`config.mk`:
```
export PLATFORM = sky130hd
export DESIGN_NAME = fifo_rd_fwft
export DESIGN_NICKNAME = d
export VERILOG_FILES = /design/src/rtl/fifo_rd_fwft.sv
export SDC_FILE = /design/constraint.sdc
export NUM_CORES = 1
export LEC_CHECK = 0
export ABC_CLOCK_PERIOD_IN_PS = 4300
export BUFFER_PORTS_ARGS = -buffer_cell sky130_fd_sc_hd__clkbuf_2
export CAP_MARGIN = 20
export CELL_PAD_IN_SITES_DETAIL_PLACEMENT = 2
export CELL_PAD_IN_SITES_GLOBAL_PLACEMENT = 2
export CORE_ASPECT_RATIO = 1.1
export CORE_UTILIZATION = 37
export DETAILED_ROUTE_END_ITERATION = 10
export PLACE_DENSITY = 0.84
export SLEW_MARGIN = 20
export SYNTH_ARGS = -nofsm -noshare
export SYNTH_HDL_FRONTEND = slang
export SYNTH_SLANG_ARGS = --single-unit
```
`constraint.sdc`:
```
create_clock -name rclk -period 4.3 [get_ports rclk]
set_input_delay 0.86 -clock rclk [delete_from_list [all_inputs] [get_ports rclk]]
set_output_delay 0.86 -clock rclk [all_outputs]
set_load 0.03 [all_outputs]
```
`src/rtl/fifo_rd_fwft.sv`:
```
// First-word-fall-through read stage of the async FIFO (rclk domain): turns
// rempty/rinc pops into a valid/ready stream. Optional RD_STALL_CNT_EN adds stall_cnt.
module fifo_rd_fwft #(
  parameter int DATA_SIZE = 8,
  parameter int OUT_DEPTH = 2
) (
  input  logic                         rclk,
  input  logic                         rrst_n,
  input  logic                         rempty,
  output logic                         rinc,
  input  logic [DATA_SIZE-1:0]         rdata,
  output logic [DATA_SIZE-1:0]         m_data,
  output logic                         m_valid,
  input  logic                         m_ready,
  output logic [$clog2(OUT_DEPTH):0]   m_level
`ifdef RD_STALL_CNT_EN
  ,
  output logic [15:0]                  stall_cnt
`endif
);

  localparam int AW = $clog2(OUT_DEPTH);
  localparam int LW = AW + 1;
  localparam int CW = LW + 1;

  logic [DATA_SIZE-1:0] buffer [OUT_DEPTH];
  logic [AW-1:0]        wr_ptr;
  logic [AW-1:0]        rd_ptr;
  logic [LW-1:0]        occupancy;
  logic                 inflight;
  logic                 pop;
  logic [CW-1:0]        credit;

  // Handshake: a word transfers on every rclk edge where m_valid & m_ready are
  // both 1; once m_valid is high, m_data/m_valid hold until that transfer.
  assign pop = m_valid & m_ready;

  // occupancy + inflight never exceeds OUT_DEPTH, so credit cannot underflow.
  assign credit = CW'(OUT_DEPTH) - CW'(occupancy) - CW'(inflight) + CW'(pop);

  // Timing: m_ready -> pop -> credit -> rinc is a combinational path into the
  // read-pointer logic; budget it alongside the rempty -> rinc path.
  assign rinc = rrst_n & ~rempty & (credit != '0);

  assign m_valid = (occupancy != '0);
  assign m_data  = buffer[rd_ptr];
  assign m_level = occupancy;

  always_ff @(posedge rclk or negedge rrst_n) begin
    if (!rrst_n) begin
      wr_ptr    <= '0;
      rd_ptr    <= '0;
      occupancy <= '0;
      inflight  <= 1'b0;
      for (int i = 0; i < OUT_DEPTH; i++) buffer[i] <= '0;
    end else begin
      inflight <= rinc;
      if (inflight) begin
        buffer[wr_ptr] <= rdata;
        wr_ptr         <= wr_ptr + AW'(1);
      end
      if (pop) rd_ptr <= rd_ptr + AW'(1);
      occupancy <= occupancy + LW'(inflight) - LW'(pop);
    end
  end

`ifdef RD_STALL_CNT_EN
  // Counts back-pressure cycles since the last accepted word, saturating.
  always_ff @(posedge rclk or negedge rrst_n) begin
    if (!rrst_n) begin
      stall_cnt <= '0;
    end else if (pop && (stall_cnt != '0)) begin
      stall_cnt <= '0;
    end else if (m_valid && !m_ready && (stall_cnt != 16'hFFFF)) begin
      stall_cnt <= stall_cnt + 16'd1;
    end
  end
`endif

endmodule
```
==> impl_results.md, run 1 <==
* Relative slew slack at 0.650
* Setup crit end kind: primary output
* Clock network fraction of total power at 0.093
* Worst reg2reg path endpoint: m_level[1]
* Maximum number of pins on one net before global-route repair at 23
* Internal power at 562 uW
* Clock period minus final worst setup slack at 2950 ps
* Post-CTS setup buffers at 0
* Total leakage power at 0.535 nW
* Input/output buffers at 23
* Main area contributors after synthesis: sky130_fd_sc_hd__dfrtp_1 54%, sky130_fd_sc_hd__mux2_2 28%, sky130_fd_sc_hd__ha_1 3.9%
* Final Routed Wirelength at 1840 um
* Number of detailed-route iterations in the first pass at 2
* Setup TNS after final layout at 0 ps
* Number of antenna violations at the first check in global routing at 0
* Critical path data required time at 3440 ps
* Combinational share of power at 0.521
* Crit path from: m_ready
* Ranking of synthesized cells by instance count: 24 x sky130_fd_sc_hd__mux2_2, 21 x sky130_fd_sc_hd__dfrtp_1, 4 x sky130_fd_sc_hd__inv_1
* Critical path capture point: rinc
* Clock root buffer: sky130_fd_sc_hd__clkbuf_4
* Setup violations, final at 0
* Total number of vias at 590
* Number of cells produced by synthesis at 66
* Mapped Avg Cell Area at 14.7 um2
* Final hold violation count at 0
* Switching part of the total power at 0.428
* Clock-pin slew of the registers on the worst-case setup and hold paths at 110 ps
* Placed Area at 1110 um2
* Filler cells at 282
* Num Clock Sinks at 21
* Total of max-cap violations at 0
* Number of nets in the layout at 108
* Number of cell rows at 19
* Congestion Overflow GR at 0
* Count of routing violations after the opening detailed-route iteration at 2
* Post-route standard cell area excluding fillers at 1130 um2
* Clock tree from TritonCTS: yes
* Startpoint kind of the worst setup timing path: primary input
* Cell type contributing the most total cell area after synthesis: sky130_fd_sc_hd__dfrtp_1
* Global-route wire length before repair at 3090 um
* Clock latency reported for the late side of the worst-skew pair at 290 ps
* Clock H-tree levels at 1
* Ant. Diodes at 0
* Least-Margin Pin Slew at 525 ps
* Fraction of layout instances using a drive strength above 1 at 0.582
* Total area of sequential cells at 526 um2
* Relative area change from synthesis to final layout at 16.9%
* Run status: complete, no violations
* Most repeated cell in the gate-level netlist after synthesis: sky130_fd_sc_hd__mux2_2
* Mapped Area at 968 um2
* Sequential fraction of the synthesis area at 0.543
* Chip Width at 50.8 um
* Post-CTS Hold Fix Bufs at 0
* Total number of yosys warnings at 0
* F_max at 339 MHz
* Total area of multi-input combinational cells at 412 um2
* Avg Vias per Cell at 4.84
* Num CTS Buffers at 3
* R2R Setup Slk at 2700 ps
* Vias in the first global route at 655
* Number of top-level design ports at 24
* Power density over the cells at 867 nW/um2
* Class of the most critical hold timing path: primary input to asynchronous set/reset pin
* Reg power frac at 0.386
* Residual antenna-violating net count after detailed routing at 0
* Die extent in y at 55.7 um
* Initial standard-cell utilization of the core at 0.388
* Reported net switching power at 420 uW
* Fraction of the cycle the final worst path needs at 0.687
* R2r startpoint: m_level[1]
* Largest clock skew in the final design at 3.34 ps
* Final-report max-slew violation count at 0
* Arrival time at the worst endpoint at 2090 ps
* Post-DP HPWL at 1440 um
* Worst vdd rail ir drop at 0.000391 V
* Area of the die at 2830 um2
* Number of buffers on the longest clock path at 2
* Drt wl/cell at 15.1 um
* Top-area cell type share of the netlist area at 0.543
* Final RePlAce weighted congestion at 0.656
* Post-CTS resize count at 0
* Post-synthesis register bit count at 21
* Share of flip-flops with an asynchronous set or reset at 1.00
* Drc violations at 0
* Setup repair after global routing missed its margin: no
* Core area at 2500 um2
* Worst-path maximum fanout at 3
* Category of the most critical setup path: primary input to primary output
* Distinct cells, synth at 16
* GRT Overall Usage at 0.153
* Count of flip-flops with a built-in enable after synthesis at 0
* R2R depth at 6
* Most used flip-flop cell after synthesis: sky130_fd_sc_hd__dfrtp_1
* Mapped Nets at 82
## area by class of cell
cell class,count,share of cell area
multi-input cells,39,0.364
flip-flops and latches,21,0.464
inverters,4,0.0133
clock buffers,4,0.0232
well taps,31,0.0343
repair buffers,23,0.102
## layer usage
layer,track usage,vias up,wire (um)
met5,0,-,0
met4,0.0714,0,16
met3,0.0246,2,40
met2,0.276,14,1020
met1,0.172,301,761
li1,-,273,-
## cell families (layout without fill, tap and decap cells)
group | count (synthesis) | in the layout | share of synthesized area
xor gates and xnor gates | 4 | 4 | 0.0362
buffers and inverters | 6 | 31 | 0.0323
AOI/OAI and AO/OA | 2 | 2 | 0.0129
muxes | 24 | 24 | 0.279
and+or+nand+nor | 5 | 5 | 0.0375
DFF | 21 | 21 | 0.543
adders and majority gates | 4 | 4 | 0.0594
## metrics by stage
step | util | hold WS [ps] | power, mW | instances | setup WS [ps]
3_3_place_gp | 0.443 | 481 | 0.878 | 118 | 1350
5_1_grt | 0.454 | 537 | 1.06 | 122 | 1230
3_5_place_dp | 0.443 | 491 | 0.910 | 118 | 1330
2_1_floorplan | - | 474 | 0.772 | 66 | 1310
4_1_cts | 0.454 | 521 | 1.00 | 122 | 1330
6_report | 0.454 | 517 | 0.982 | 122 | 1350
## power by group through the flow
stage               combinational, mW  sequential [mW]  clock, mW
floorplan                       0.405            0.366          0
global placement                0.503            0.375          0
detailed placement              0.523            0.387          0
CTS                             0.525            0.383     0.0974
global route                    0.557            0.394      0.106
finish                          0.511            0.379     0.0918
## registers in the layout, summed over array words and instances (netlist names)
register  cells
inflight      1
m_level       2
rd_ptr        1
wr_ptr        1
buffer       16
## how the worst min path moves through the flow
stage / cells past startpoint / start / to
3_3_place_gp: 1 / buffer[7] / buffer[7]
4_1_cts: 1 / buffer[5] / buffer[5]
3_5_place_dp: 1 / buffer[5] / buffer[5]
2_1_floorplan: 1 / buffer[0] / buffer[0]
5_1_grt: 1 / rrst_n / buffer[0]
6_report: 1 / rrst_n / buffer[14]
## cells in the final DEF (no fill, tap or decap)
cell	count
sky130_fd_sc_hd__ha_1	3
sky130_fd_sc_hd__clkbuf_4	3
sky130_fd_sc_hd__o21a_1	1
sky130_fd_sc_hd__clkbuf_2	23
sky130_fd_sc_hd__mux2_2	24
sky130_fd_sc_hd__or2_2	1
sky130_fd_sc_hd__a21oi_1	1
sky130_fd_sc_hd__nand2_2	1
sky130_fd_sc_hd__xor2_1	2
sky130_fd_sc_hd__nor2_1	1
sky130_fd_sc_hd__nor2b_4	1
sky130_fd_sc_hd__xnor2_1	2
sky130_fd_sc_hd__clkbuf_1	1
sky130_fd_sc_hd__nand2b_1	1
sky130_fd_sc_hd__dfrtp_1	21
sky130_fd_sc_hd__inv_1	4
sky130_fd_sc_hd__fa_1	1
## worst max-delay path, cell delays in order
cell and delay [ps]:
sky130_fd_sc_hd__clkbuf_2 80, sky130_fd_sc_hd__o21a_1 140, sky130_fd_sc_hd__fa_1 360, sky130_fd_sc_hd__inv_1 60, sky130_fd_sc_hd__ha_1 210, sky130_fd_sc_hd__a21oi_1 150, sky130_fd_sc_hd__clkbuf_2 230
(Power assumes the default switching activity.)
==> run 2, diff against run 1 <==
ABC_AREA = 1   (was default)
ABC_CLOCK_PERIOD_IN_PS = 2650   (was 4300)
CORE_UTILIZATION = 27   (was 37)
PLACE_DENSITY = 0.76   (was 0.84)
clock period = 2.65 ns   (was 4.3 ns; I/O delays follow)
==> run 2 against run 1 <==
First-iteration DRC count increased to 18 times the previous value. Critical path depth increased by 2. Power increased by 75%. Wire length increased by 41%. Flip-flop and latch count unchanged. Combinational power increased by 78%. Largest power group unchanged. Highest routed layer unchanged.
==> impl_results.md, run 2 <==
* Final Routed Wirelength at 2590 um (was 1840 um)
* Filler cells at 449 (was 282)
* Worst vdd rail ir drop at 0.000453 V (was 0.000391 V)
* Total area of sequential cells at 526 um2 (unchanged)
* Overall power after layout at 1.72 mW (was 982 uW)
* Relative slew slack at 0.703 (was 0.650)
* Class of the most critical hold timing path: primary input to asynchronous set/reset pin (unchanged)
* Mapped Area at 1020 um2 (was 968 um2)
* Setup crit end kind: primary output (unchanged)
* Most repeated cell in the gate-level netlist after synthesis: sky130_fd_sc_hd__nand2_1 (was sky130_fd_sc_hd__mux2_2)
* Chip Width at 60.6 um (was 50.8 um)
* Number of cell rows at 23 (was 19)
* Input/output buffers at 23 (unchanged)
* Maximum number of pins on one net before global-route repair at 22 (was 23)
* Ant. Diodes at 0 (unchanged)
* Delay of the slowest critical-path stage at 390 ps (was 360 ps)
* Number of cells produced by synthesis at 121 (was 66)
* Relative area change from synthesis to final layout at 22.5% (was 16.9%)
* Vias in the first global route at 932 (was 655)
* Number of antenna violations at the first check in global routing at 0 (unchanged)
* Fraction of the cycle the final worst path needs at 0.946
* Final-report max-slew violation count at 0 (unchanged)
* Ranking of synthesized cells by instance count: 51 x sky130_fd_sc_hd__nand2_1, 21 x sky130_fd_sc_hd__dfrtp_1, 17 x sky130_fd_sc_hd__inv_1 (was 24 x sky130_fd_sc_hd__mux2_2, 21 x sky130_fd_sc_hd__dfrtp_1, 4 x sky130_fd_sc_hd__inv_1)
* Clock tree from TritonCTS: yes (unchanged)
* Global-route wire length before repair at 4050 um (was 3090 um)
* F_max at 399 MHz
* Post-DP HPWL at 1950 um (was 1440 um)
* Number of buffers on the longest clock path at 2 (unchanged)
* Num Clock Sinks at 21 (unchanged)
* Category of the most critical setup path: register to primary output (was primary input to primary output)
* Post-route worst hold slack at 276 ps (was 517 ps)
* Post-layout util at 0.345 (was 0.454)
* Largest clock skew in the final design at 1.94 ps (was 3.34 ps)
* Drt wl/cell at 13.1 um (was 15.1 um)
* Leading cell type in the layout, fill and taps excluded: sky130_fd_sc_hd__nand2_1 (was sky130_fd_sc_hd__mux2_2)
* Congestion Overflow GR at 0 (unchanged)
* Core area at 3630 um2 (was 2500 um2)
* Number of nets in the layout at 165 (was 108)
* Drc violations at 0 (unchanged)
* Most common cell type on the critical path: sky130_fd_sc_hd__inv_1 (was sky130_fd_sc_hd__clkbuf_2)
* Cell type contributing the most total cell area after synthesis: sky130_fd_sc_hd__dfrtp_1 (unchanged)
* GRT Overall Usage at 0.141 (was 0.153)
* Number of top-level design ports at 24 (unchanged)
* Startpoint kind of the worst setup timing path: register (was primary input)
* Post-CTS Hold Fix Bufs at 0 (unchanged)
* Total of max-cap violations at 0 (unchanged)
* Clock latency reported for the late side of the worst-skew pair at 260 ps (was 290 ps)
* Avg Vias per Cell at 4.43 (was 4.84)
* Total number of yosys warnings at 0 (unchanged)
* Total leakage power at 0.710 nW (was 0.535 nW)
* Critical path's slowest cell: sky130_fd_sc_hd__dfrtp_1 (was sky130_fd_sc_hd__fa_1)
* Fraction of layout instances using a drive strength above 1 at 0.297 (was 0.582)
* Main area contributors after synthesis: sky130_fd_sc_hd__dfrtp_1 51%, sky130_fd_sc_hd__nand2_1 19%, sky130_fd_sc_hd__o21ai_2 6.9% (was sky130_fd_sc_hd__dfrtp_1 54%, sky130_fd_sc_hd__mux2_2 28%, sky130_fd_sc_hd__ha_1 3.9%)
* Power density over the cells at 1380 nW/um2 (was 867 nW/um2)
* Setup TNS after final layout at 0 ps (unchanged)
* Residual antenna-violating net count after detailed routing at 0 (unchanged)
* Clock H-tree levels at 1 (unchanged)
* Clock period minus final worst setup slack at 2510 ps
* Clock root buffer: sky130_fd_sc_hd__clkbuf_8 (was sky130_fd_sc_hd__clkbuf_4)
* Post-synthesis register bit count at 21 (unchanged)
* Area of the die at 4030 um2 (was 2830 um2)
* Max FFs per register at 16 (unchanged)
* CP Cell Sequence: inv_1, nand2_1, nand2_2, inv_1, fa_1, inv_1, ha_1, a21oi_2, buf_6 (was clkbuf_2, o21a_1, fa_1, inv_1, ha_1, a21oi_1, clkbuf_2)
* Initial standard-cell utilization of the core at 0.282 (was 0.388)
* Clock-pin slew of the registers on the worst-case setup and hold paths at 80 ps (was 110 ps)
* Share of flip-flops with an asynchronous set or reset at 1.00 (unchanged)
* Total number of vias at 877 (was 590)
* Critical path data required time at 2120 ps (was 3440 ps)
* Count of routing violations after the opening detailed-route iteration at 35 (was 2)
* Top-area cell type share of the netlist area at 0.515 (was 0.543)
* R2R Setup Slk at 1010 ps (was 2700 ps)
* Final hold violation count at 0 (unchanged)
* Distinct cells, synth at 14 (was 16)
* Arrival time at the worst endpoint at 1980 ps (was 2090 ps)
* Setup violations, final at 0 (unchanged)
* Die extent in y at 66.5 um (was 55.7 um)
* Sequential fraction of the synthesis area at 0.515 (was 0.543)
* Total area of multi-input combinational cells at 403 um2 (was 412 um2)
* Top reg by flops: buffer (unchanged)
* Least-Margin Pin Slew at 444 ps (was 525 ps)
* Mapped Nets at 137 (was 82)
* Worst-path maximum fanout at 3 (unchanged)
* Number of detailed-route iterations in the first pass at 2 (unchanged)
* Run status: complete, no violations (unchanged)
* Final RePlAce weighted congestion at 0.736 (was 0.656)
* Num CTS Buffers at 3 (unchanged)
* Leading cell types in the layout, fill and taps excluded: 50 x sky130_fd_sc_hd__nand2_1, 22 x sky130_fd_sc_hd__clkbuf_2, 21 x sky130_fd_sc_hd__dfrtp_1 (was 24 x sky130_fd_sc_hd__mux2_2, 23 x sky130_fd_sc_hd__clkbuf_2, 21 x sky130_fd_sc_hd__dfrtp_1)
* Mapped Avg Cell Area at 8.44 um2 (was 14.7 um2)
* Most used flip-flop cell after synthesis: sky130_fd_sc_hd__dfrtp_1 (unchanged)
* Count of flip-flops with a built-in enable after synthesis at 0 (unchanged)
## run 2: cell types whose count changed after synthesis, sizes merged
cell / previous run / this run
or2: 1 / 0
xnor2: 2 / 0
nand3: 0 / 2
xor2: 2 / 0
buf: 2 / 3
inv: 4 / 19
o21a: 1 / 0
nand2b: 1 / 0
nor2b: 1 / 0
mux2: 24 / 0
nand2: 1 / 54
o21ai: 0 / 16
## run 2: path summary, 6_finish.rpt
check	to	depth (start not counted)	startpoint
setup / recovery	rinc	9	m_level[0]
hold / removal	buffer[8]	2	rrst_n
setup reg to reg	inflight	8	m_level[0]
hold reg to reg	buffer[9]	2	buffer[9]
max in group asynchronous	buffer[7]	2	rrst_n
min in group rclk	buffer[9]	2	buffer[9]
## run 2: layout make-up
type	count	area share
timing repair buffer	26	0.115
multi-input combinational	78	0.322
sequential	21	0.420
tap	50	0.0500
clock buffer	4	0.0360
inverter	19	0.0570
## run 2: per-layer routing
layer	track usage	share of wire	up-vias
li1	-	-	417
met1	0.158	0.42	434
met2	0.258	0.52	21
met3	0.0272	0.043	5
met4	0.0511	0.015	0
met5	0	0	-
## run 2: critical path: cells and delay by family, from the launching register on
family	cells	cell delay, ps
adder cells (fa/ha/maj)	2	590
flip-flops	1	390
buffers and inverters	4	390
AND/OR/NAND/NOR	2	190
AO/OA/AOI/OAI	1	170
## run 2: power breakdown
| part | internal, mW | switching (mW) |
|---|---|---|
| Combinational | 0.296 | 0.615 |
| Sequential | 0.478 | 0.119 |
| Clock | 0.107 | 0.106 |
## run 2: logic make-up (layout without fill, tap and decap cells)
logic type | Yosys count | after routing | synth area share
AO/OA/AOI/OAI | 17 | 17 | 0.113
adder cells (fa/ha/maj) | 4 | 4 | 0.0564
buffers and inverters | 22 | 49 | 0.0968
flip-flops | 21 | 21 | 0.515
AND/OR/NAND/NOR | 57 | 57 | 0.219
## run 2: what timing repair did
action / CTS / global route
resized for setup: 0 / 5
setup buffers: 0 / 2
endpoints found under the setup margin: 0 / 1
## run 2: stage by stage
| step | cells | instance area [um2] | worst slack, ps |
|---|---|---|---|
| floorplan | 121 | 1020 | 91.0 |
| global placement | 192 | 1180 | 369 |
| detailed placement | 192 | 1180 | 292 |
| CTS | 196 | 1230 | 13.3 |
| global route | 198 | 1250 | -0.0753 |
| finish | 198 | 1250 | 144 |
